`src/rtl/pipe_hazard_ctrl.sv`:
```
// pipe_hazard_ctrl: 5-stage pipeline sequencing (load-use stall, branch flush, data-memory wait freeze)
// Optional feature macro: PIPE_MEM_TIMEOUT_EN (memory-wait timeout with sticky timeout_o)
// Ports:
//   clk_i, rst_n_i                      clock, synchronous active-low reset
//   idex_memread_i, idex_rt_i           load in EX and its destination register
//   ifid_rs_i, ifid_rt_i                source registers of the instruction in ID
//   branch_taken_i                      branch resolved taken in ID
//   exmem_memaccess_i, dmem_ack_i       memory access in MEM and its completion
//   dmem_req_o                          data memory request
//   pc_write_o .. exmem_write_o         stage-register load enables
//   ifid_flush_o, idex_bubble_o         IF/ID flush, ID/EX control bubble
//   memwb_bubble_o                      kill RegWrite/MemtoReg into MEM/WB
//   stall_cnt_o                         saturating stalled-cycle count
//   timeout_o                           sticky memory-timeout flag
module pipe_hazard_ctrl #(
  parameter int STALL_CNT_W = 16,
  parameter int TIMEOUT_CYCLES = 64
) (
  input  logic                   clk_i,
  input  logic                   rst_n_i,
  input  logic                   idex_memread_i,
  input  logic [4:0]             idex_rt_i,
  input  logic [4:0]             ifid_rs_i,
  input  logic [4:0]             ifid_rt_i,
  input  logic                   branch_taken_i,
  input  logic                   exmem_memaccess_i,
  input  logic                   dmem_ack_i,
  output logic                   dmem_req_o,
  output logic                   pc_write_o,
  output logic                   ifid_write_o,
  output logic                   idex_write_o,
  output logic                   exmem_write_o,
  output logic                   ifid_flush_o,
  output logic                   idex_bubble_o,
  output logic                   memwb_bubble_o,
  output logic [STALL_CNT_W-1:0] stall_cnt_o,
  output logic                   timeout_o
);
  typedef enum logic {RUN, MEM_WAIT} state_t;
  state_t state, state_nx, st;
  logic hazard, mem_stall, lu, hit;
  // While reset is asserted the controller decodes as if in RUN.
  assign st = rst_n_i ? state : RUN;
  always_comb begin
    hazard = idex_memread_i && idex_rt_i != 5'd0 && (idex_rt_i == ifid_rs_i || idex_rt_i == ifid_rt_i);
    mem_stall = st == RUN ? exmem_memaccess_i && !dmem_ack_i : !dmem_ack_i && !hit;
    lu = hazard && !mem_stall;
    dmem_req_o = st == MEM_WAIT || exmem_memaccess_i;
    pc_write_o = !mem_stall && !lu;
    ifid_write_o = !mem_stall && !lu;
    idex_write_o = !mem_stall;
    exmem_write_o = !mem_stall;
    ifid_flush_o = branch_taken_i && !mem_stall && !lu;
    idex_bubble_o = lu;
    // A timeout advances the pipeline but the missing load data must not reach WB.
    memwb_bubble_o = mem_stall || hit;
    state_nx = mem_stall ? MEM_WAIT : RUN;
  end
  always_ff @(posedge clk_i) begin
    if (!rst_n_i) begin
      state <= RUN;
      stall_cnt_o <= '0;
    end else begin
      state <= state_nx;
      if ((mem_stall || hazard) && stall_cnt_o != '1) stall_cnt_o <= stall_cnt_o + 1'b1;
    end
  end
`ifdef PIPE_MEM_TIMEOUT_EN
  localparam int WW = $clog2(TIMEOUT_CYCLES) + 1;
  logic [WW-1:0] wcnt;
  logic to_q;
  // The TIMEOUT_CYCLES-th cycle spent in MEM_WAIT stands in for the ack.
  assign hit = st == MEM_WAIT && !dmem_ack_i && wcnt == WW'(TIMEOUT_CYCLES - 1);
  assign timeout_o = to_q;
  always_ff @(posedge clk_i) begin
    if (!rst_n_i) begin
      wcnt <= '0;
      to_q <= 1'b0;
    end else begin
      wcnt <= (st == MEM_WAIT && !dmem_ack_i && !hit) ? wcnt + 1'b1 : '0;
      if (hit) to_q <= 1'b1;
    end
  end
`else
  logic unused_timeout;
  assign unused_timeout = ^TIMEOUT_CYCLES;
  assign hit = 1'b0;
  assign timeout_o = 1'b0;
`endif
endmodule

```
`config.mk`:
```
export PLATFORM = sky130hd
export DESIGN_NAME = pipe_hazard_ctrl
export DESIGN_NICKNAME = d
export VERILOG_FILES = /design/src/rtl/pipe_hazard_ctrl.sv
export SDC_FILE = /design/constraint.sdc
export NUM_CORES = 1
export LEC_CHECK = 0
export BUFFER_PORTS_ARGS = -buffer_cell sky130_fd_sc_hd__buf_2
export CAP_MARGIN = 20
export CORE_AREA = 4 4 54 56
export DETAILED_ROUTE_END_ITERATION = 12
export DIE_AREA = 0 0 58 60
export PLACE_DENSITY = 0.71
export SLEW_MARGIN = 5
export SYNTH_ARGS = -nofsm -noshare
export SYNTH_HDL_FRONTEND = slang
export SYNTH_SLANG_ARGS = --single-unit
export TNS_END_PERCENT = 20
```
`constraint.sdc`:
```
create_clock -name clk_i -period 2.5 [get_ports clk_i]
set_clock_uncertainty 0.15 [all_clocks]
set_input_delay 0.25 -clock clk_i [delete_from_list [all_inputs] [get_ports clk_i]]
set_output_delay 0.25 -clock clk_i [all_outputs]
set_load 0.01 [all_outputs]
```
# Yosys cells after proc, flatten, opt, wreduce, memory -nomap -nowiden
# Cells that the tools add are included.
# W data, S select, Z words.
# classes
add_sub_neg	1
eq_ne	3
n_bitwise	0
n_mul	0
n_mux	3
n_reduce_logical	15
n_shift	0
div	0
n_lt_le_gt_ge	0
# op_table
cell	n
$add A16 B1 Y16 const B	1
$ne A16 B16 Y1 const B	1
$eq A5 B5 Y1	2
$logic_and A1 B1 Y1	8
$reduce_bool A5 Y1	1
$logic_not A1 Y1	3
$logic_or A1 B1 Y1	3
$mux W1	3
# totals
romBits	0
reg_bits	17
latch_bits	0
in_bits	21
mem_count	0
wordCells	24
ramBits	0

# Logic depth before layout (Yosys ltp)
# depth
ltp_word	7
mapped_depth	9
mapped_depth_nobuf	7

# Worst setup path before layout
# OpenSTA, ideal clock, no wires.
# synth_timing
kind	input to output
startpoint	input port idex_rt_i[1]
endpoint	output port ifid_flush_o
required_time_ps	2100
stages	7
t_arrival_ps	1679
slack_ps	421
cell_sequence	or4_1 -> o21ai_1 -> o21ai_4 -> inv_2 -> buf_6 -> buf_2 -> and2_1
# synth_between
elab_chain_len	6
elab_cells_between_ends	9
classes_between	2 x eq/ne; 7 x reduce/logical
# synth_rtl
item	line_no	source
from (decl)	22	input logic [4:0] idex_rt_i,
$eq A5 B5 Y1 / $reduce_bool A5 Y1 (equally long branches)	45	hazard = idex_memread_i && idex_rt_i != 5'd0 && (idex_rt_i == ifid_rs_i || idex_rt_i == ifid_rt_i);
$logic_or A1 B1 Y1 / $logic_and A1 B1 Y1 (equally long branches)	45	
$logic_and A1 B1 Y1 (*)	45	
$logic_and A1 B1 Y1 (*)	47	lu = hazard && !mem_stall;
$logic_not A1 Y1 (*)	53	ifid_flush_o = branch_taken_i && !mem_stall && !lu;
$logic_and A1 B1 Y1 (*)	53	
to (decl)	33	output logic ifid_flush_o,
# Every way passes the cells marked *; elsewhere a longest branch is shown, timed or not.

# Final worst setup path
# Ends and elaborated chain as after synthesis.

==> metrics.yaml <==
timing:
  slew_headroom_pct: 63.31
  setup_violations: 0
  setup_tns_ns: 0
  slew_violations: 0
  timing.final.crit_share_pct: 88.82
  hold_viol: 0
  max_slew.worst_pin.slew_ns: 0.5503
  period_needed_ns: 2.221
  rsz0062_at_grt: "false"
  achievable-frequency_ghz: 0.4503
logic_synthesis:
  synth_area_sq_um: 1084
  async_flop_share_pct: 0
  ys_seq_elements: 17
  synth_cell_types: 36
  ys_seq_area_share_pct: 31.41
  synth-edff-count: 0
  yosys.area.top_type: "dfxtp_1"
  synthCells: 132
  synth.top_cell.area_share_pct: 31.41
  synth_nets: 154
  syn_avg_cell_area_sq_um: 8.209
  synthTopCellsByArea: "dfxtp_1 31%, xor2_1 8.1%, mux2i_1 5.5%"
  ys.flop_type: "dfxtp_1"
  ys_warn_count: 0
place:
  dp.cells: 199
  io_buffers: 44
  place_hpwl_mm: 2.040
  routabilityCongestion: 0.8359
critical_path:
  cp.arrival_ns: 1.82
  max_stage_delay_ns: 0.52
  r2r_start: "stall_cnt_o[0]"
  cp_max_fo: 25
  r2r_cells: 6
  required_ns: 2.10
  crit_start: "idex_rt_i[1]"
  regToRegSetupSlack_ns: 0.32
  setup.worst_path.start_class: "primary input"
  r2r_end: "stall_cnt_o[6]"
  cp_slowest_cell: "or4_1"
  critPathBufInv: 3
  crit_type: "in -> out"
  worst-path-stages: 7
  crit_top_cell: "buf_2"
  crit_chain: "buf_2 > or4_1 > o21ai_1 > o21ai_4 > inv_2 > and2_1 > buf_2"
  path_delay_family: "simple AND/OR/NAND/NOR gates"
  cp-end-kind: "output pin"
finish:
  multiInputGateArea_sq_um: 671.9
  stdcell_count: 203
  area_growth_syn_to_layout_pct: 22.17
  layout-drive-gt1-share_pct: 32.37
  seq_area_sq_um: 340.3
  layout_commonest_cell: "buf_2"
  final_cell_mix: "44 x buf_2, 17 x dfxtp_1, 13 x nand2_1, 10 x xor2_1, 8 x a21oi_1"
  nNetsFinal: 196
  fillers: 247
  antennaDiodeCount: 0
clocking:
  cts-htree-levels: 1
  clk_latency_ns: 0.29
  cts_resized: 0
  cts_tree: "done"
  clock_path_buffers: 2
  cts_setup_buffers: 0
  clk_pin_slew_ns: 0.10
  cts_num_sinks: 17
  cts_hold_buffers: 0
  cts_buffers: 3
  ctsRootBufferMaster: "clkbuf_4"
outcome:
  status: "complete, no violations"
pwr:
  worst_ir_drop_vdd_uv: 273.5
  pwr_density_cell_nw_per_um2: 388.0
  p_leak_nw: 0.5766
routing:
  drt-initial-drc-count: 38
  via_per_inst: 5.532
  drc: 0
  drtAntennaViolNets: 0
  first_pass_iters: 4
  wl_per_cell_um: 12.96
  vias: 1123
  routed_wl_mm: 2.630
die:
  die_w_um: 58
  start_util_pct: 44.55
  dieArea_sq_um: 3480
  die_y_um: 60
  core_sq_um: 2432
  row_count: 18
  ios: 46
grt:
  antenna_found_initial: 0
  grt_max_degree: 26
  grt_overflow: 0
  grt_pass1_wl_mm: 4.333
  grt_pass1_vias: 999
  grt_use_total_pct: 16.17
min_path:
  hold_path_class: "in -> reg"
  worstHoldPathCells: 3
  hold_start: "dmem_ack_i"
  holdPathEnd: "state"
run:
  cap_violations: 0
-- cells by family (layout without fill, tap and decap cells) --
group           Yosys count  count (layout)  share of synthesized area, %
compound gates           22              22                         14.32
xor+xnor                 10              10                         8.083
fa+ha+maj                 1               1                         1.155
buf+inv                  13              54                         6.580
flops                    17              17                         31.41
mux                       6               6                         5.543
other cells               1               1                        0.3461
simple gates             62              62                         32.56
-- registers in the layout (all words and copies together), names as in the netlist --
| signal | cells |
|---|---|
| stall_cnt_o | 16 |
| state | 1 |
-- cell usage after synthesis, drive strengths merged (5+ instances only) --
cell,number
a21oi,8
buf,7
dfxtp,17
mux2i,6
nand2,13
nand2b,7
nand3,7
nor2,5
nor3,8
o31ai,5
or4,7
xor2,10
-- worst max-delay path by stage --
stage	endpoint	slack [ns]
CTS	ifid_flush_o	0.28
global placement	ifid_flush_o	0.29
floorplan	ifid_flush_o	0.42
detailed placement	stall_cnt_o[15]	0.28
global route	stall_cnt_o[9]	0.14
finish	ifid_flush_o	0.28
-- report_power, final --
| part | switching (mW) | total, mW | internal [mW] |
|---|---|---|---|
| logic | 0.0517 | 0.0889 | 0.0373 |
| registers | 0.00271 | 0.276 | 0.274 |
| clock network | 0.0889 | 0.148 | 0.0595 |
| total | 0.143 | 0.514 | 0.370 |
-- worst reg2reg max path, cell delays in order, from the launching register on --
cell and delay [ns]:
dfxtp_1 0.40, ha_1 0.22, nand2_1 0.12, nor3_2 0.35, and2_1 0.54, nor4_1 0.14, mux2i_1 0.15
-- per-layer routing --
metal	part of all wire (%)	GRT usage, %
met1	43	19.06
met3	6.4	3.240
met4	1.0	6.954
met2	50	28.39
met5	0	0
-- metrics by stage --
| step | utilization, % | worst slack [ns] | hold slack (ns) | power (mW) | area, sq um |
|---|---|---|---|---|---|
| 6_report | 54.42 | 0.2795 | 0.1193 | 0.5137 | 1324 |
| 2_1_floorplan | - | 0.4206 | 0.2494 | 0.3404 | 1084 |
| 3_3_place_gp | 53.29 | 0.2941 | 0.3134 | 0.3699 | 1296 |
| 5_1_grt | 54.42 | 0.1409 | 0.1313 | 0.5406 | 1324 |
| 3_5_place_dp | 53.29 | 0.2756 | 0.3333 | 0.3724 | 1296 |
| 4_1_cts | 54.42 | 0.2787 | 0.1175 | 0.5177 | 1324 |
-- final cells by class --
class | instances | share of cell area, %
flip-flops and latches | 17 | 25.71
clock inverters | 1 | 0.3781
clock buffers | 3 | 1.701
well taps | 30 | 2.836
repair buffers | 45 | 17.20
inverters | 5 | 1.418
multi-input cells | 102 | 50.76
No activity file was read; power rests on OpenSTA's default activity.
